## src/rtl/axi_lite_master_bridge.sv

```systemverilog
// Single-outstanding load/store request port to single-beat AXI4 master bridge.
// Includes the AXI payload package; a watchdog turns a stalled slave into an error response.

package axi_pkg;
  localparam int unsigned AXI_AW  = 32;
  localparam int unsigned AXI_DW  = 32;
  localparam int unsigned AXI_SW  = AXI_DW / 8;
  localparam int unsigned AXI_IDW = 4;
  localparam int unsigned AXI_UW  = 1;

  localparam logic [1:0] AXI_RESP_OKAY   = 2'b00;
  localparam logic [1:0] AXI_RESP_SLVERR = 2'b10;
  localparam logic [1:0] AXI_RESP_DECERR = 2'b11;
  localparam logic [1:0] AXI_BURST_INCR  = 2'b01;

  typedef struct packed {
    logic [AXI_IDW-1:0] awid;
    logic [AXI_AW-1:0]  awaddr;
    logic [7:0]         awlen;
    logic [2:0]         awsize;
    logic [1:0]         awburst;
    logic               awlock;
    logic [3:0]         awcache;
    logic [2:0]         awprot;
    logic [3:0]         awqos;
    logic [3:0]         awregion;
    logic [AXI_UW-1:0]  awuser;
    logic               awvalid;
    logic [AXI_DW-1:0]  wdata;
    logic [AXI_SW-1:0]  wstrb;
    logic               wlast;
    logic [AXI_UW-1:0]  wuser;
    logic               wvalid;
    logic               bready;
    logic [AXI_IDW-1:0] arid;
    logic [AXI_AW-1:0]  araddr;
    logic [7:0]         arlen;
    logic [2:0]         arsize;
    logic [1:0]         arburst;
    logic               arlock;
    logic [3:0]         arcache;
    logic [2:0]         arprot;
    logic [3:0]         arqos;
    logic [3:0]         arregion;
    logic [AXI_UW-1:0]  aruser;
    logic               arvalid;
    logic               rready;
  } s_axi_mosi_t;

  typedef struct packed {
    logic               awready;
    logic               wready;
    logic [AXI_IDW-1:0] bid;
    logic [1:0]         bresp;
    logic [AXI_UW-1:0]  buser;
    logic               bvalid;
    logic               arready;
    logic [AXI_IDW-1:0] rid;
    logic [AXI_DW-1:0]  rdata;
    logic [1:0]         rresp;
    logic               rlast;
    logic [AXI_UW-1:0]  ruser;
    logic               rvalid;
  } s_axi_miso_t;
endpackage

module axi_lite_master_bridge
  import axi_pkg::*;
#(
  parameter int unsigned TIMEOUT_CYC = 1024,
  parameter int unsigned TW          = 16
) (
  input  logic        clk,
  input  logic        rst,
  input  logic        req_valid_i,
  output logic        req_ready_o,
  input  logic [31:0] req_addr_i,
  input  logic        req_we_i,
  input  logic [31:0] req_wdata_i,
  input  logic [3:0]  req_wstrb_i,
  input  logic [1:0]  req_size_i,
  output logic        rsp_valid_o,
  input  logic        rsp_ready_i,
  output logic [31:0] rsp_rdata_o,
  output logic        rsp_err_o,
  output logic        busy_o,
  output s_axi_mosi_t axi_mosi_o,
  input  s_axi_miso_t axi_miso_i
);

  typedef enum logic [2:0] {IDLE, WR, WR_B, RD_AR, RD_R, RSP} state_e;

  state_e        state_q, state_d;
  logic [31:0]   addr_q, addr_d;
  logic          we_q, we_d;
  logic [31:0]   wdata_q, wdata_d;
  logic [3:0]    wstrb_q, wstrb_d;
  logic [1:0]    size_q, size_d;
  logic          aw_done_q, aw_done_d;
  logic          w_done_q, w_done_d;
  logic [TW-1:0] wdog_q, wdog_d;
  logic [31:0]   rdata_q, rdata_d;
  logic          err_q, err_d;

  logic          timeout_c, aw_valid_c, w_valid_c, aw_hs_c, w_hs_c, wait_c;
  logic [31:0]   shifted_c, aligned_c;
  logic          unused_miso_c;

  always_ff @(posedge clk) begin
    if (rst) begin
      state_q   <= IDLE;
      addr_q    <= '0;
      we_q      <= 1'b0;
      wdata_q   <= '0;
      wstrb_q   <= '0;
      size_q    <= '0;
      aw_done_q <= 1'b0;
      w_done_q  <= 1'b0;
      wdog_q    <= '0;
      rdata_q   <= '0;
      err_q     <= 1'b0;
    end else begin
      state_q   <= state_d;
      addr_q    <= addr_d;
      we_q      <= we_d;
      wdata_q   <= wdata_d;
      wstrb_q   <= wstrb_d;
      size_q    <= size_d;
      aw_done_q <= aw_done_d;
      w_done_q  <= w_done_d;
      wdog_q    <= wdog_d;
      rdata_q   <= rdata_d;
      err_q     <= err_d;
    end
  end

  assign timeout_c  = (TIMEOUT_CYC != 0) && (wdog_q == TW'(TIMEOUT_CYC));
  assign aw_valid_c = (state_q == WR) && !aw_done_q && !timeout_c;
  assign w_valid_c  = (state_q == WR) && !w_done_q && !timeout_c;
  assign aw_hs_c    = aw_valid_c && axi_miso_i.awready;
  assign w_hs_c     = w_valid_c && axi_miso_i.wready;
  assign wait_c     = (state_q == WR) || (state_q == WR_B) ||
                      (state_q == RD_AR) || (state_q == RD_R);

  // Right-align the addressed lanes and zero everything above the access size.
  always_comb begin
    shifted_c = axi_miso_i.rdata >> {addr_q[1:0], 3'b000};
    case (size_q)
      2'd0:    aligned_c = {24'd0, shifted_c[7:0]};
      2'd1:    aligned_c = {16'd0, shifted_c[15:0]};
      default: aligned_c = shifted_c;
    endcase
  end

  always_comb begin
    state_d   = state_q;
    addr_d    = addr_q;
    we_d      = we_q;
    wdata_d   = wdata_q;
    wstrb_d   = wstrb_q;
    size_d    = size_q;
    aw_done_d = aw_done_q;
    w_done_d  = w_done_q;
    wdog_d    = wdog_q;
    rdata_d   = rdata_q;
    err_d     = err_q;

    case (state_q)
      IDLE: begin
        if (req_valid_i) begin
          addr_d    = req_addr_i;
          we_d      = req_we_i;
          wdata_d   = req_wdata_i;
          wstrb_d   = req_wstrb_i;
          size_d    = req_size_i;
          aw_done_d = 1'b0;
          w_done_d  = 1'b0;
          state_d   = req_we_i ? WR : RD_AR;
        end
      end
      WR: begin
        if (timeout_c) begin
          err_d   = 1'b1;
          rdata_d = '0;
          state_d = RSP;
        end else begin
          if (aw_hs_c) aw_done_d = 1'b1;
          if (w_hs_c)  w_done_d  = 1'b1;
          if ((aw_done_q || aw_hs_c) && (w_done_q || w_hs_c)) state_d = WR_B;
        end
      end
      WR_B: begin
        if (timeout_c) begin
          err_d   = 1'b1;
          rdata_d = '0;
          state_d = RSP;
        end else if (axi_miso_i.bvalid) begin
          err_d   = (axi_miso_i.bresp != AXI_RESP_OKAY);
          rdata_d = '0;
          state_d = RSP;
        end
      end
      RD_AR: begin
        if (timeout_c) begin
          err_d   = 1'b1;
          rdata_d = '0;
          state_d = RSP;
        end else if (axi_miso_i.arready) begin
          state_d = RD_R;
        end
      end
      RD_R: begin
        if (timeout_c) begin
          err_d   = 1'b1;
          rdata_d = '0;
          state_d = RSP;
        end else if (axi_miso_i.rvalid) begin
          err_d   = (axi_miso_i.rresp != AXI_RESP_OKAY);
          rdata_d = aligned_c;
          state_d = RSP;
        end
      end
      RSP: begin
        if (rsp_ready_i) state_d = IDLE;
      end
      default: state_d = IDLE;
    endcase

    // Any forward progress restarts the wait budget.
    if ((state_d != state_q) || aw_hs_c || w_hs_c) begin
      wdog_d = '0;
    end else if (wait_c) begin
      wdog_d = wdog_q + TW'(1);
    end
  end

  always_comb begin
    axi_mosi_o          = '0;
    axi_mosi_o.awaddr   = addr_q;
    axi_mosi_o.awlen    = 8'd0;
    axi_mosi_o.awsize   = 3'(size_q);
    axi_mosi_o.awburst  = AXI_BURST_INCR;
    axi_mosi_o.awvalid  = aw_valid_c;
    axi_mosi_o.wdata    = wdata_q;
    axi_mosi_o.wstrb    = wstrb_q;
    axi_mosi_o.wlast    = 1'b1;
    axi_mosi_o.wvalid   = w_valid_c;
    axi_mosi_o.bready   = (state_q == WR_B) && !timeout_c;
    axi_mosi_o.araddr   = addr_q;
    axi_mosi_o.arlen    = 8'd0;
    axi_mosi_o.arsize   = 3'(size_q);
    axi_mosi_o.arburst  = AXI_BURST_INCR;
    axi_mosi_o.arvalid  = (state_q == RD_AR) && !timeout_c;
    axi_mosi_o.rready   = (state_q == RD_R) && !timeout_c;
  end

  assign req_ready_o = (state_q == IDLE);
  assign busy_o      = (state_q != IDLE);
  assign rsp_valid_o = (state_q == RSP);
  assign rsp_rdata_o = rdata_q;
  assign rsp_err_o   = err_q;

  // IDs, user bits and rlast carry no information for single-beat, ID-0 traffic.
  assign unused_miso_c = ^{axi_miso_i.bid, axi_miso_i.buser, axi_miso_i.rid,
                           axi_miso_i.rlast, axi_miso_i.ruser, we_q};

endmodule

```

## config.mk

```make
export PLATFORM = sky130hd
export DESIGN_NAME = axi_lite_master_bridge
export DESIGN_NICKNAME = d
export VERILOG_FILES = /design/src/rtl/axi_lite_master_bridge.sv
export SDC_FILE = /design/constraint.sdc
export NUM_CORES = 1
export LEC_CHECK = 0
export CAP_MARGIN = 40
export CORE_MARGIN = 5
export CORE_UTILIZATION = 30
export DETAILED_ROUTE_END_ITERATION = 10
export HOLD_SLACK_MARGIN = 0.02
export PLACE_DENSITY_LB_ADDON = 0.05
export SYNTH_ARGS = -nofsm -noshare
export SYNTH_HDL_FRONTEND = slang
export SYNTH_SLANG_ARGS = --single-unit
```

## constraint.sdc

```tcl
create_clock -name clk -period 2.45 [get_ports clk]
set_input_delay 0.245 -clock clk [delete_from_list [all_inputs] [get_ports clk]]
set_output_delay 0.245 -clock clk [all_outputs]
set_load 0.02 [all_outputs]
```

==> flow_summary.json, run 1 <==
{
  "outcome": "finished, final reports clean",
  "cp-end-kind": "output port",
  "hpwlAfterDp_mm": 15.25,
  "final_nets": 1141,
  "rsz0062_at_grt": "no",
  "netlist_top_cells_count": "nand2_1 (190), dfxtp_1 (124), buf_4 (102)",
  "netlist_area_sq_um": 6275,
  "p_leak_uw": 0.003374,
  "yosys.area.top_type": "dfxtp_1",
  "grt.total_usage_pct": 16.76,
  "seq_area_sq_um": 2482,
  "drt_pass1_iterations": 4,
  "drtIter0Drc": 230,
  "slowest_stage": "dlygate4sd2_1",
  "tightestPinTransition_ns": 0.6317,
  "grt_pass1_vias": 5674,
  "row_count": 53,
  "hold_path_class": "input port to flop",
  "ys.flop_type": "dfxtp_1",
  "fin_skew_ns": 0.009172,
  "synth_cells": 794,
  "synth_top_area_share_pct": 39.56,
  "grt_max_degree": 74,
  "p_per_area_nw_per_um2": 726.0,
  "wirelength_mm": 21.16,
  "ioPinCount": 338,
  "ys_top_cells_by_area": "dfxtp_1 (40%), buf_4 (12%), nand2_1 (11%)",
  "clockBufferDepth": 2,
  "io_buffer_count": 260,
  "cts_tree": "yes",
  "cp.arrival_ns": 2.09,
  "nFillCells": 2138,
  "yosys_warnings": 0,
  "utilization_pct": 45.27,
  "yosysSeqAreaShare_pct": 39.56,
  "min_period_ns": 2.332,
  "dr_total_vias": 5819,
  "clock-root-buffer": "clkbuf_16",
  "cts_buffers": 17,
  "crit_family": "simple AND/OR/NAND/NOR gates",
  "max_stage_delay_ns": 0.40,
  "drive_gt1_share_pct": 8.390,
  "fin_crit_sh_pct": 95.16,
  "setup_viol": 0,
  "synth_edf_count": 0,
  "synthArstFlopShare_pct": 0,
  "fmax_mhz": 428.9,
  "fp.dieW_microns": 154.6,
  "via_per_inst": 4.476,
  "crit_required_ns": 2.20,
  "globalRoute.totalOverflow": 0,
  "setup_tns_ns": 0,
  "ir_drop_mv": 0.4658,
  "placed_cell_area_sq_um": 8742,
  "crit_chain": "inv_1, ha_1, nor4b_2, and4_2, nor2_1, dlygate4sd2_1",
  "slew_headroom_pct": 57.80,
  "drtAntennaViolNets": 0,
  "cap_violations": 0,
  "dieArea_sq_um": 23910,
  "syn2layout_area_growth_pct": 50.21,
  "post-synth-top-count-cell": "nand2_1",
  "design_area_sq_um": 9425,
  "routedWlPerCell_microns": 16.28,
  "total_power_uw": 6843,
  "worst_skew_pair.late_latency_ns": 0.42,
  "syn_area_per_cell_sq_um": 7.903,
  "start_util_pct": 30.13,
  "path_class": "flop to output port",
  "antenna_found_initial": 0,
  "drc_errors": 0,
  "cts_sinks": 124,
  "dieHeight_microns": 154.6,
  "core_sq_um": 20820,
  "path_max_fanout": 5,
  "diodes": 0,
  "gp_congestion": 0.7953,
  "grt_first_pass_wirelength_mm": 31.98,
  "path_clk_slew_ns": 0.06,
  "holdBufCountCts": 0,
  "synth_seq_cells": 124,
  "hold_violations": 0,
  "multiInputGateArea_sq_um": 3035,
  "synth_cell_types": 51,
  "crit_buf_inv": 2,
  "final_max_slew_viol_count": 0,
  "h-tree-depth": 4,
  "start_kind": "flop"
}
==> what timing repair did <==
action                                  4_1_cts  5_1_grt
setup buffers                                 1        1
pin swaps                                     1        1
gates resized for setup                       5        3
endpoints found under the setup margin        5       40
==> registers in the layout (all words and copies together) (netlist names) <==
signal and flops:
addr_q 32, aw_done_q 1, rsp_err_o 1, rsp_rdata_o 32, size_q 2, state_q 3, w_done_q 1, wdata_q 32
wdog_q 16, wstrb_q 4
==> tightest hold or removal path, delay by kind of cell <==
kind / cells / cell delay, ns
simple gates: 1 / 0.15
buf+inv: 1 / 0.23
compound gates: 1 / 0.06
==> cells in the final DEF, fill, tap and decap left out, drive strengths merged, types with 3 or more instances in the layout <==
cell	count
clkdlybuf4s50	254
nand2	190
dfxtp	124
a21oi	86
conb	66
o21ai	42
buf	30
nor3	29
nand4b	24
nor2	19
clkbuf	19
mux2i	17
inv	14
nand3	13
xnor2	13
mux2	9
o211ai	8
bufinv	5
dlygate4sd2	5
nor4	5
nor2b	4
clkinv	4
and2	3
nand4	3
a22oi	3
o22ai	3
and4	3
==> per-stage QoR <==
step	setup WS [ns]	instances	hold WS, ns
detailed placement	0.1007	1266	0.4471
global placement	0.1558	1266	0.4415
floorplan	0.4419	858	0.3776
finish	0.1185	1300	0.3091
global route	0.0004485	1300	0.3142
CTS	0.01301	1299	0.2896
==> report_power, final <==
group	leakage [uW]	switching [uW]	internal, uW
clock	0.000314	986	1840
sequential	0.00101	100	2150
combinational	0.00205	994	769
==> worst paths after layout <==
| check | endpoint | depth (start not counted) | slack [ns] | from |
|---|---|---|---|---|
| setup / recovery | axi_mosi_o[0] | 6 | 0.12 | wdog_q[0]$_SDFFE_PP0P_ |
| setup reg to reg | wdog_q[5]$_SDFFE_PP0P_ | 9 | 0.18 | wdog_q[0]$_SDFFE_PP0P_ |
| hold reg to reg | wdata_q[18]$_SDFFE_PP0P_ | 2 | 0.45 | wdata_q[18]$_SDFFE_PP0P_ |
| hold / removal | rsp_rdata_o[17]$_SDFFE_PP0P_ | 3 | 0.31 | rst |
==> metal layers <==
metal | vias up | GRT usage [%] | part of all wire (%)
li1 | 2951 | - | -
met1 | 2649 | 20.30 | 43
met2 | 204 | 26.73 | 46
met3 | 15 | 8.002 | 10
met4 | 0 | 4.542 | 1.2
met5 | - | 0 | 0
==> cell type report <==
cell class	count	share of cell area (%)
Inverter	12	0.4779
Multi-Input combinational cell	568	32.20
Clock buffer	19	4.699
Sequential cell	124	26.34
Tap cell	275	3.651
Timing Repair Buffer	289	30.36
Clock inverter	13	2.270
==> cells by family after synthesis <==
kind of cell             after synthesis  synth area share [%]
adder cells (fa/ha/maj)                2                0.3987
flip-flops                           124                 39.56
buffers and inverters                166                 16.29
multiplexers                          26                 4.327
AND/OR/NAND/NOR                      306                 23.53
XOR/XNOR                              15                 2.094
AO/OA/AOI/OAI                        153                 13.68
other                                  2                0.1197
Note: power is estimated with default switching activity, not from simulation.
==> inputs of run 2 (changes only) <==
--- a/config.mk
+++ b/config.mk
@@ -6,11 +6,12 @@
 export NUM_CORES = 1
 export LEC_CHECK = 0
 export CAP_MARGIN = 40
-export CORE_MARGIN = 5
+export CORE_MARGIN = 4
 export CORE_UTILIZATION = 30
 export DETAILED_ROUTE_END_ITERATION = 10
 export HOLD_SLACK_MARGIN = 0.02
 export PLACE_DENSITY_LB_ADDON = 0.05
+export SLEW_MARGIN = 10
 export SYNTH_ARGS = -nofsm -noshare
 export SYNTH_HDL_FRONTEND = slang
 export SYNTH_SLANG_ARGS = --single-unit
==> constraint.sdc (replaced) <==
create_clock -name clk -period 2.2 [get_ports clk]
set_input_delay 0.22 -clock clk [delete_from_list [all_inputs] [get_ports clk]]
set_output_delay 0.22 -clock clk [all_outputs]
set_load 0.02 [all_outputs]
==> flow_summary.json, run 2 (synthesis gave the netlist of run 1 again) <==
{
  "start_kind": "flop",
  "design_area_sq_um": 9417,
  "final_max_slew_viol_count": 0,
  "fin_crit_sh_pct": 95.60,
  "setup_tns_ns": 0,
  "min_period_ns": 2.103,
  "setup_viol": 0,
  "final_common_cell": "clkdlybuf4s50_1",
  "gp_congestion": 0.7676,
  "via_per_inst": 4.526,
  "final_cell_mix": "clkdlybuf4s50_1 (252), nand2_1 (189), dfxtp_1 (124), a21oi_1 (84), conb_1 (66)",
  "tightestPinTransition_ns": 0.6571,
  "final_nets": 1146,
  "internal_power_uw": 4864,
  "clockBufferDepth": 2,
  "rsz0062_at_grt": "no",
  "dieHeight_microns": 152.6,
  "start_util_pct": 30.71,
  "drt_pass1_iterations": 4,
  "fmax_mhz": 475.5,
  "ioPinCount": 338,
  "hold_violations": 0,
  "grt_max_degree": 71,
  "grt_first_pass_wirelength_mm": 32.80,
  "cts_sinks": 124,
  "syn2layout_area_growth_pct": 50.07,
  "drive_gt1_share_pct": 9.903,
  "cp-end-kind": "output port",
  "dr_total_vias": 5884,
  "switching_share_pct": 32.62,
  "total_power_uw": 7218,
  "slew_headroom_pct": 56.19,
  "routedWlPerCell_microns": 16.08,
  "core_sq_um": 20430,
  "cap_violations": 0,
  "switching_power_uw": 2354,
  "fin_skew_ns": 0.01516,
  "clock-root-buffer": "clkbuf_16",
  "path_clk_slew_ns": 0.06,
  "row_count": 52,
  "holdBufCountCts": 0,
  "dieArea_sq_um": 23290,
  "ir_drop_mv": 0.4933,
  "p_per_area_nw_per_um2": 766.5,
  "cp.arrival_ns": 1.88,
  "h-tree-depth": 4,
  "drtIter0Drc": 297,
  "grt_pass1_vias": 5886,
  "path_class": "flop to output port",
  "seq_power_share_pct": 34.7,
  "path_max_fanout": 8,
  "crit_required_ns": 1.98,
  "globalRoute.totalOverflow": 0,
  "combPwrFrac_pct": 27.3,
  "grt.total_usage_pct": 17.34,
  "power.share.clock_pct": 38.0,
  "io_buffer_count": 260,
  "drtAntennaViolNets": 0,
  "drc_errors": 0,
  "p_leak_uw": 0.003385,
  "fp.dieW_microns": 152.6,
  "wirelength_mm": 20.90,
  "hpwlAfterDp_mm": 14.84,
  "antenna_found_initial": 0,
  "hold_path_class": "input port to flop",
  "diodes": 0,
  "worst_skew_pair.late_latency_ns": 0.41,
  "cts_buffers": 17,
  "cts_tree": "yes",
  "outcome": "finished, final reports clean",
  "placed_cell_area_sq_um": 8803
}
-- run 2: cell count changes in the layout (fill, tap and decap cells not counted), moves of 2 or more --
cell             previous run  this run
inv_6                       2         6
clkdlybuf4s50_1           254       252
buf_12                      4         7
buf_4                      26        28
clkinvlp_4                  2         4
bufinv_16                   5         1
buf_2                       0         2
dlygate4sd2_1               5         1
-- run 2: worst paths after layout --
path	from	end	slack [ns]	depth (start not counted)
worst min-delay path	rst	rsp_rdata_o[16]$_SDFFE_PP0P_	0.29	5
worst min register to register	wdata_q[27]$_SDFFE_PP0P_	wdata_q[27]$_SDFFE_PP0P_	0.45	2
worst max-delay path	wdog_q[0]$_SDFFE_PP0P_	axi_mosi_o[1]	0.1	7
worst max register to register	wdog_q[0]$_SDFFE_PP0P_	rsp_rdata_o[6]$_SDFFE_PP0P_	0.14	10
-- run 2: metrics by stage --
step / hold WS [ns] / instances / util (%) / setup WS (ns)
after CTS: 0.2743 / 1298 / 45.94 / -0.007653
final: 0.2939 / 1300 / 46.09 / 0.09681
after floorplan: 0.3526 / 858 / - / 0.1919
after global placement: 0.4416 / 1265 / 43.09 / 0.06189
after global routing: 0.3105 / 1300 / 46.09 / 0.001486
after detailed placement: 0.4474 / 1265 / 43.09 / 0.05185
-- run 2: critical path: stages (launching register included) --
cell,delay (ns)
dfxtp_1,0.32
inv_2,0.06
ha_2,0.17
nor4b_4,0.21
nand4_1,0.18
buf_12,0.19
and3_1,0.18
buf_4,0.15
-- run 2: power by group through the flow --
| stage | Combinational (uW) | Clock (uW) | Sequential (uW) |
|---|---|---|---|
| after CTS | 1990 | 2830 | 2510 |
| after global placement | 1990 | 0 | 2550 |
| after detailed placement | 1980 | 0 | 2550 |
| after floorplan | 1050 | 0 | 2700 |
| after global routing | 2130 | 2940 | 2530 |
| final | 1970 | 2740 | 2510 |
-- run 2: final cells by class --
class	instances	area, sq um
fillers	2068	11010
multi-input cells	568	3045
repair buffers	294	2932
flip-flops and latches	124	2482
clock buffers	18	439.2
well taps	270	337.8
clock inverters	14	135.1
inverters	12	45.04
-- run 2: metal layers --
| layer | part of all wire [%] | routed length (microns) | global-route usage, % | vias up |
|---|---|---|---|---|
| met5 | 0 | 0 | 0 | - |
| met4 | 1.6 | 332 | 5.346 | 0 |
| met3 | 10 | 2174 | 8.236 | 19 |
| met2 | 45 | 9307 | 26.49 | 227 |
| met1 | 43 | 9086 | 21.74 | 2682 |
| li1 | - | - | - | 2956 |
-- run 2: timing repair --
action,4_1_cts,5_1_grt
pin swaps,1,1
setup endpoints to repair,7,34
gates resized for setup,24,9
setup buffers,1,2
==> inputs of run 3 (changes only) <==
==> constraint.sdc (replaced) <==
create_clock -name clk -period 2.2 [get_ports clk]
set_input_delay 0.22 -clock clk [delete_from_list [all_inputs] [get_ports clk]]
set_output_delay 0.22 -clock clk [all_outputs]
set_load 0.05 [all_outputs]
==> flow_summary.json, run 3 (synthesis gave the netlist of run 1 again) <==
{
  "outcome": "finished, final reports clean",
  "p_per_area_nw_per_um2": 853.8,
  "io_buffer_count": 260,
  "fin_crit_sh_pct": 94.58,
  "grt_pass1_vias": 5730,
  "hold-path-endpoint": "addr_q[14]$_SDFFE_PP0P_",
  "dieHeight_microns": 152.6,
  "fin_skew_ns": 0.009724,
  "row_count": 52,
  "crit_path_frequent_cell": "buf_4",
  "tightestPinTransition_ns": 0.6195,
  "final_max_slew_viol_count": 0,
  "h-tree-depth": 4,
  "min_period_ns": 2.081,
  "routedWlPerCell_microns": 16.08,
  "crit_chain": "buf_4, or3_1, buf_4, inv_1, buf_12",
  "start_util_pct": 30.71,
  "rsz0062_at_grt": "no",
  "cts_buffers": 17,
  "wirelength_mm": 21.01,
  "cp.arrival_ns": 1.86,
  "grt_first_pass_wirelength_mm": 32.62,
  "cp-end-kind": "output port",
  "drtIter0Drc": 242,
  "setup_viol": 0,
  "grt.total_usage_pct": 17.36,
  "crit_required_ns": 1.98,
  "drtAntennaViolNets": 0,
  "ioPinCount": 338,
  "drc_errors": 0,
  "path_clk_slew_ns": 0.06,
  "final_cell_mix": "clkdlybuf4s50_1 (247), nand2_1 (189), dfxtp_1 (124), a21oi_1 (84), conb_1 (66)",
  "clock-root-buffer": "clkbuf_16",
  "path_max_fanout": 8,
  "crit_start": "state_q[2]$_SDFF_PP0_",
  "crit_buf_inv": 4,
  "cts_sinks": 124,
  "hold_violations": 0,
  "gp_congestion": 0.7861,
  "start_kind": "flop",
  "use_met2_pct": 26.79,
  "slew_headroom_pct": 58.62,
  "dieArea_sq_um": 23290,
  "fp.dieW_microns": 152.6,
  "min_from": "rst",
  "rr_endpoint": "rsp_rdata_o[30]$_SDFFE_PP0P_",
  "path_class": "flop to output port",
  "antenna_found_initial": 0,
  "nFillCells": 2036,
  "holdBufCountCts": 0,
  "diodes": 0,
  "worst_skew_pair.late_latency_ns": 0.41,
  "drt_pass1_iterations": 4,
  "hold_path_class": "input port to flop",
  "hpwlAfterDp_mm": 15.21,
  "core_sq_um": 20430,
  "slowest_stage": "or3_1",
  "busiest_layer": "met2",
  "grt_use_met1_pct": 22.12,
  "clockBufferDepth": 2,
  "drive_gt1_share_pct": 11.28,
  "via_per_inst": 4.480,
  "cap_violations": 0,
  "ir_drop_mv": 0.4865,
  "crit_family": "buffers and inverters",
  "max_stage_delay_ns": 0.49,
  "met3_usage_pct": 7.611,
  "p_leak_uw": 0.003489,
  "holdPathStages": 2,
  "final_nets": 1154,
  "grt_max_degree": 74,
  "dr_total_vias": 5856,
  "r2r-start": "state_q[2]$_SDFF_PP0_",
  "final_cells": 1307,
  "post-place-cells": 1269,
  "cts_tree": "yes",
  "ff2ff_path_depth": 5,
  "setup_tns_ns": 0,
  "ff2ff_setup_slack_ns": 0.15,
  "syn2layout_area_growth_pct": 54.18,
  "globalRoute.totalOverflow": 0,
  "final_common_cell": "clkdlybuf4s50_1",
  "fmax_mhz": 480.6
}
## run 3: changes by cell type in the layout (fill, tap and decap cells not counted), moves of 2 or more
cell             change
nor2_1               -2
bufinv_16            +3
buf_4                +6
clkdlybuf4s50_1      -5
clkinvlp_4           -2
inv_6                -5
clkinv_4             +3
buf_12              +11
nor2_4               +2
## run 3: worst max-delay path by stage
stage	depth (start not counted)	to	slack [ns]
3_3_place_gp	7	wdog_q[14]$_SDFFE_PP0P_	0.12
2_1_floorplan	7	wdog_q[15]$_SDFFE_PP0P_	0.05
4_1_cts	7	axi_mosi_o[0]	0.002
3_5_place_dp	7	wdog_q[0]$_SDFFE_PP0P_	0.12
5_1_grt	5	rsp_rdata_o[24]$_SDFFE_PP0P_	0.004
6_report	5	req_ready_o	0.12
## run 3: power by group
group	switching, uW	total [uW]	internal [uW]	leakage, uW
logic	1790	2760	974	0.00218
clock network	1060	2990	1930	0.000303
registers	111	2510	2400	0.00101
## run 3: final cells by class
| cell class | instances | area (sq um) | area share, % |
|---|---|---|---|
| clock buffer | 18 | 439.2 | 4.540 |
| clock inverter | 13 | 192.7 | 1.992 |
| inverter | 12 | 45.04 | 0.4656 |
| multi-input combinational | 568 | 3062 | 31.65 |
| sequential | 124 | 2482 | 25.66 |
| tap | 270 | 337.8 | 3.492 |
| timing repair buffer | 302 | 3115 | 32.20 |
## run 3: metal layers
layer / part of all wire [%] / vias up
met3: 9.9 / 17
met1: 44 / 2630
met4: 1.6 / 0
li1: - / 2970
met2: 45 / 239
met5: 0 / -
## run 3: per-stage QoR
| step | power [uW] | utilization (%) | area (sq um) | hold WS, ns | setup WS (ns) |
|---|---|---|---|---|---|
| 2_1_floorplan | 4402 | - | 6523 | 0.3526 | 0.05339 |
| 3_3_place_gp | 5322 | 43.80 | 8949 | 0.4415 | 0.1154 |
| 3_5_place_dp | 5309 | 43.80 | 8949 | 0.4459 | 0.1151 |
| 4_1_cts | 8367 | 47.02 | 9607 | 0.1637 | 0.002297 |
| 5_1_grt | 8635 | 47.35 | 9674 | 0.1723 | 0.004353 |
| 6_report | 8259 | 47.35 | 9674 | 0.1871 | 0.1193 |
## run 3: repair_timing
action | in CTS | in global routing
endpoints found under the setup margin | 3 | 4
pin swaps | 3 | 1
gates resized for setup | 7 | 6
buffers inserted | 1 | 5
cloned | 0 | 1
==> RTL edit 1: new RTL, settings of run 3 <==
Re-encode `state_e` (6 states) as Gray code, 3 bits wide.
--- a/src/rtl/axi_lite_master_bridge.sv
+++ b/src/rtl/axi_lite_master_bridge.sv
@@ -88,7 +88,7 @@
   input  s_axi_miso_t axi_miso_i
 );
 
-  typedef enum logic [2:0] {IDLE, WR, WR_B, RD_AR, RD_R, RSP} state_e;
+  typedef enum logic [2:0] {IDLE = 3'b000, WR = 3'b001, WR_B = 3'b011, RD_AR = 3'b010, RD_R = 3'b110, RSP = 3'b111} state_e;
 
   state_e        state_q, state_d;
   logic [31:0]   addr_q, addr_d;
Behaviour: no difference found for any inputs over 4 cycles, from zero or initial values and one cycle with rst high; so few cycles prove little.
==> RTL edit 1 against run 3 <==
- worst setup slack better by 0.011 ns
- sequential share of layout area is 0.26 points higher
- wire length is 0.44% lower
- final area is 1.0% lower
- sequential cell count stayed put
- power is 10% lower
- area after synthesis is 1.9% higher
- largest power group unchanged
- highest routed layer unchanged
==> RTL edit 1: results (changes against run 3) <==
stage	metric	value	unit	change
hold_path	hold path endpoint	state_q[1]$_SDFF_PP0_		
layout	Layout Nets	1111		-3.7%
worst_setup_path	CP top delay family	simple AND/OR/NAND/NOR gates		
sta	WHS	0.184	ns	-0.00328 ns
detailed_routing	total wire length	20900	µm	-0.44%
cts	PostCTS Resize Cnt	0		-7
global_route	initial antenna violation count	0		unchanged
hold_path	Hold Crit Start	rst		
worst_setup_path	Worst R2R Path Depth	9		+4
yosys	mean area per synthesized cell	8.41	µm²	+6.4%
global_route	GRT Total Usage	16.9	%	-0.42 points
sta	Fin Clk Skew	0.0104	ns	+0.000703 ns
worst_setup_path	max incr delay on CP	0.38	ns	-0.11 ns
cts	CTS buffer count	17		unchanged
yosys	top post-synthesis cells by area	dfxtp_1 (39%), buf_4 (12%), nand2_1 (10%)		
place	RePlAce Congestion	0.776		-1.2%
yosys	Seq/Total Area, Yosys	38.8	%	-0.73 points
place	Final HPWL DP	15300	µm	+0.92%
place	placed insts	1235		-2.7%
layout	fillers	2107		+3.5%
detailed_routing	routed vias/inst	4.52		+0.93%
global_route	largest net degree at the start of global routing	71		-4.1%
global_route	global-route wire length before repair	31900	µm	-2.2%
power	Leak Pwr	0.00353	µW	+1.1%
layout	layout cell share with drive strength beyond 1	12.0	%	+0.68 points
worst_setup_path	worst reg2reg startpoint	wdog_q[0]$_SDFFE_PP0P_		
yosys	top cells by count, synth	nand2_1 (178), dfxtp_1 (124), buf_4 (104), a21oi_1 (77), clkbuf_1 (31)		
worst_setup_path	crit path DAT	1.85	ns	
status	status	completed		
detailed_routing	DR vias	5743		-1.9%
yosys	synth unique cells	56		+9.8%
power	Sw Ratio	35.2	%	-0.60 points
global_route	number of global-route vias before repair	5423		-5.4%
worst_setup_path	critical path's slowest cell	dfxtp_1		
worst_setup_path	maximum fanout along the worst path	7		-1
sta	Slew @ Worst Pin	0.704	ns	+0.0844 ns
worst_setup_path	Critical R2R Capture	wdog_q[3]$_SDFFE_PP0P_		
worst_setup_path	Reg2Reg Setup Slack	0.18	ns	+0.03 ns
detailed_routing	drt initial violations	283		+17%
## RTL edit 1: cell types whose count changed after synthesis, sizes merged, moves of 11 or more
| cell | delta |
|---|---|
| and4 | +25 |
| o21ai | -11 |
| a31o | +24 |
| nand4b | -24 |
| clkbuf | -11 |
| nand2 | -11 |
| nor3 | -18 |
## RTL edit 1: kinds of logic after synthesis
| group | count (synthesis) | synth area share (%) |
|---|---|---|
| other | 2 | 0.117 |
| xor gates and xnor gates | 15 | 2.06 |
| muxes | 26 | 4.23 |
| AOI/OAI and AO/OA | 160 | 16.1 |
| DFF | 124 | 38.8 |
| adders and majority gates | 2 | 0.391 |
| buffers and inverters | 162 | 16.5 |
| and+or+nand+nor | 269 | 21.8 |
## RTL edit 1: metal layers
layer  vias up  global-route usage [%]  part of all wire, %
met5         -                       0                    0
met2       178                    27.9                   48
met4         0                    3.15                 0.48
met1      2679                    22.6                   46
li1       2882                       -                    -
met3         4                    4.48                  5.2
## RTL edit 1: final cells by class
type / instances / share of cell area [%]
Sequential cell: 124 / 25.9
Timing Repair Buffer: 292 / 31.3
Multi-Input combinational cell: 538 / 32.6
Clock inverter: 14 / 1.65
Inverter: 9 / 0.353
Clock buffer: 18 / 4.59
Tap cell: 275 / 3.59
## RTL edit 1: how the worst max path moves through the flow
stage | startpoint | end | slack (ns) | depth (start not counted)
after detailed placement | rsp_ready_i | wdog_q[2]$_SDFFE_PP0P_ | 0.05 | 6
after global placement | rsp_ready_i | wdog_q[2]$_SDFFE_PP0P_ | 0.07 | 6
after floorplan | wdog_q[0]$_SDFFE_PP0P_ | rsp_rdata_o[10]$_SDFFE_PP0P_ | 0.02 | 8
after global routing | wdog_q[0]$_SDFFE_PP0P_ | axi_mosi_o[1] | 0.02 | 6
final | wdog_q[0]$_SDFFE_PP0P_ | axi_mosi_o[1] | 0.13 | 6
after CTS | wdog_q[0]$_SDFFE_PP0P_ | wdog_q[2]$_SDFFE_PP0P_ | 0.06 | 7
## RTL edit 1: through the flow
stage / area (µm²) / worst slack [ns]
6_report: 9580 / 0.131
5_1_grt: 9580 / 0.0204
4_1_cts: 9550 / 0.0572
3_5_place_dp: 8940 / 0.0549
3_3_place_gp: 8940 / 0.0683
2_1_floorplan: 6660 / 0.0158
## RTL edit 1: power groups by stage
| stage | registers (µW) | logic [µW] | clock network (µW) |
|---|---|---|---|
| global placement | 2510 | 2100 | 0 |
| finish | 2460 | 2100 | 2850 |
| CTS | 2460 | 2100 | 2950 |
| global route | 2480 | 2210 | 3050 |
| floorplan | 2840 | 1150 | 0 |
| detailed placement | 2510 | 2100 | 0 |
## RTL edit 1: what timing repair did
action / 4_1_cts / 5_1_grt
hold endpoints to repair: 0 / 0
setup buffers: 1 / 2
setup endpoints to repair: 1 / 28
pin swaps: 1 / 2
==> RTL edit 2: new RTL, flow settings as in run 3 <==
Without the edit above. Change the package constant `AXI_IDW` from 4 to 3.
--- a/src/rtl/axi_lite_master_bridge.sv
+++ b/src/rtl/axi_lite_master_bridge.sv
@@ -5,7 +5,7 @@
   localparam int unsigned AXI_AW  = 32;
   localparam int unsigned AXI_DW  = 32;
   localparam int unsigned AXI_SW  = AXI_DW / 8;
-  localparam int unsigned AXI_IDW = 4;
+  localparam int unsigned AXI_IDW = 3;
   localparam int unsigned AXI_UW  = 1;
 
   localparam logic [1:0] AXI_RESP_OKAY   = 2'b00;
Interface: changed (resized axi_miso_i and axi_mosi_o); port bits go from 338 to 334. No check against the original RTL was run, so the function may have changed too.
==> RTL edit 2 against run 3 <==
- wire length rose by 1.6%
- area after synthesis fell by 0.24%
- worst setup slack got worse by 0.055 ns
- critical path type unchanged
- largest cell class is now multi-input combinational cells
- power fell by 3.9%
- via count rose by 1.5%
- sequential cell count did not move
- final area fell by 1.8%
==> RTL edit 2: results (changes against run 3) <==
stage	metric	value	unit	change
status	status	completed		
layout	Clock Network Area Fraction	5.94	%	-0.59 points
global_route	met2 GRT Util	28.5	%	+1.7 points
global_route	GRT Total Usage	17.6	%	+0.28 points
cts	H-tree Lvls	4		unchanged
global_route	number of global-route vias before repair	5803		+1.3%
cts	Post CTS Setup Buffer Count	0		-1
place	Final HPWL DP	15200	µm	+0.11%
cts	CTS buffer count	17		unchanged
yosys	Seq/Total Area, Yosys	39.7	%	+0.095 points
detailed_routing	total wire length	21400	µm	+1.6%
detailed_routing	Top Layer Used	met5		
layout	Seq/total area	26.1	%	+0.48 points
global_route	global-route wire length before repair	33100	µm	+1.5%
sta	Slew @ Worst Pin	0.620	ns	+0.000529 ns
worst_setup_path	critical path's slowest cell	clkdlybuf4s50_1		
yosys	top cells by count, synth	nand2_1 (190), dfxtp_1 (124), buf_4 (100), a21oi_1 (84), clkbuf_1 (42)		
layout	Non-clock buffering overhead	31.8	%	-0.44 points
global_route	largest net degree at the start of global routing	67		-9.5%
layout	buffers outside the clock class	289		-4.3%
layout	fillers	2066		+1.5%
worst_setup_path	max incr delay on CP	0.90	ns	+0.41 ns
layout	Non-CTS inverters	12		unchanged
global_route	met3 Resource Use GR	6.84	%	-0.77 points
layout	Layout Nets	1137		-1.5%
global_route	GR met1 Demand/Resource	22.0	%	-0.087 points
worst_setup_path	Worst R2R Path Depth	10		+5
layout	multi-input logic portion of the cell area	32.1	%	+0.48 points
worst_setup_path	crit path DAT	1.92	ns	+0.06 ns
detailed_routing	met2 WL post-DR	9920	µm	+5.8%
yosys	synthesis-stage register bit count	124		unchanged
power	maximum vdd drop	460	µV	-5.4%
power	Leak Pwr	0.00338	µW	-3.0%
power	Power Dens Cells	836	nW/µm²	-2.1%
layout	multi-input gate count	566		-0.35%
detailed_routing	drt initial violations	238		-1.7%
place	RePlAce Congestion	0.757		-3.7%
place	count of input and output buffers	260		unchanged
sta	Fin Clk Skew	0.0111	ns	+0.00135 ns
layout	n_diodes	0		unchanged
detailed_routing	met1 wire length	9270	µm	+0.39%
worst_setup_path	maximum fanout along the worst path	5		-3
detailed_routing	routed vias/inst	4.60		+2.6%
hold_path	Hold Path Class	input port to register		
layout	layout clock buffer count	18		unchanged
sta	WHS	0.274	ns	+0.0870 ns
global_route	initial antenna violation count	2		+2
yosys	top post-synthesis cells by area	dfxtp_1 (40%), buf_4 (12%), nand2_1 (11%)		
layout	layout cell share with drive strength beyond 1	10.1	%	-1.2 points
detailed_routing	metal3 WL	1830	µm	-12%
yosys	synth warn	0		unchanged
hold_path	hold depth	5		+3
cts	Worst-path clk slew	0.07	ns	
[RTL edit 2: cell types whose count changed after synthesis, sizes merged]
cell	before	now
buf	112	110
[RTL edit 2: metrics by stage]
stage | instance area [µm²] | TNS (ns) | setup slack (ns) | utilization, % | std cells
final | 9500 | 0 | 0.0646 | 46.6 | 1293
after global routing | 9500 | 0 | 0.00920 | 46.6 | 1293
after CTS | 9470 | -0.00510 | -0.00510 | 46.5 | 1292
after detailed placement | 8890 | 0 | 0.0820 | 43.6 | 1260
after global placement | 8890 | 0 | 0.0961 | 43.6 | 1260
after floorplan | 6500 | 0 | 0.0534 | - | 854
[RTL edit 2: cells by family after synthesis]
group / share of synthesized area (%)
adder cells (fa/ha/maj): 0.400
buffers and inverters: 16.1
AO/OA/AOI/OAI: 13.7
multiplexers: 4.34
other: 0.120
AND/OR/NAND/NOR: 23.6
flip-flops: 39.7
XOR/XNOR: 2.10
[RTL edit 2: worst paths after layout]
check / end / from
setup reg to reg: rsp_rdata_o[13]$_SDFFE_PP0P_ / wdog_q[0]$_SDFFE_PP0P_
hold reg to reg: wdata_q[20]$_SDFFE_PP0P_ / wdata_q[20]$_SDFFE_PP0P_
setup / recovery: axi_mosi_o[128] / size_q[1]$_SDFFE_PP0P_
hold / removal: rsp_rdata_o[21]$_SDFFE_PP0P_ / rst
[RTL edit 2: worst register-to-register path, cell delays in order (launching register included)]
cell and delay (ns):
dfxtp_1 0.32, inv_1 0.09, ha_1 0.15, nor4b_4 0.22
nand4_1 0.16, buf_6 0.17, buf_4 0.16, o31a_1 0.27
buf_12 0.18, nand4b_1 0.12, o21ai_0 0.08
[RTL edit 2: where the power goes]
group          total (µW)  switching (µW)  internal [µW]
clock                2710            1130           1580
combinational        2720            1770            948
sequential           2510             117           2400
total                7940            3020           4920
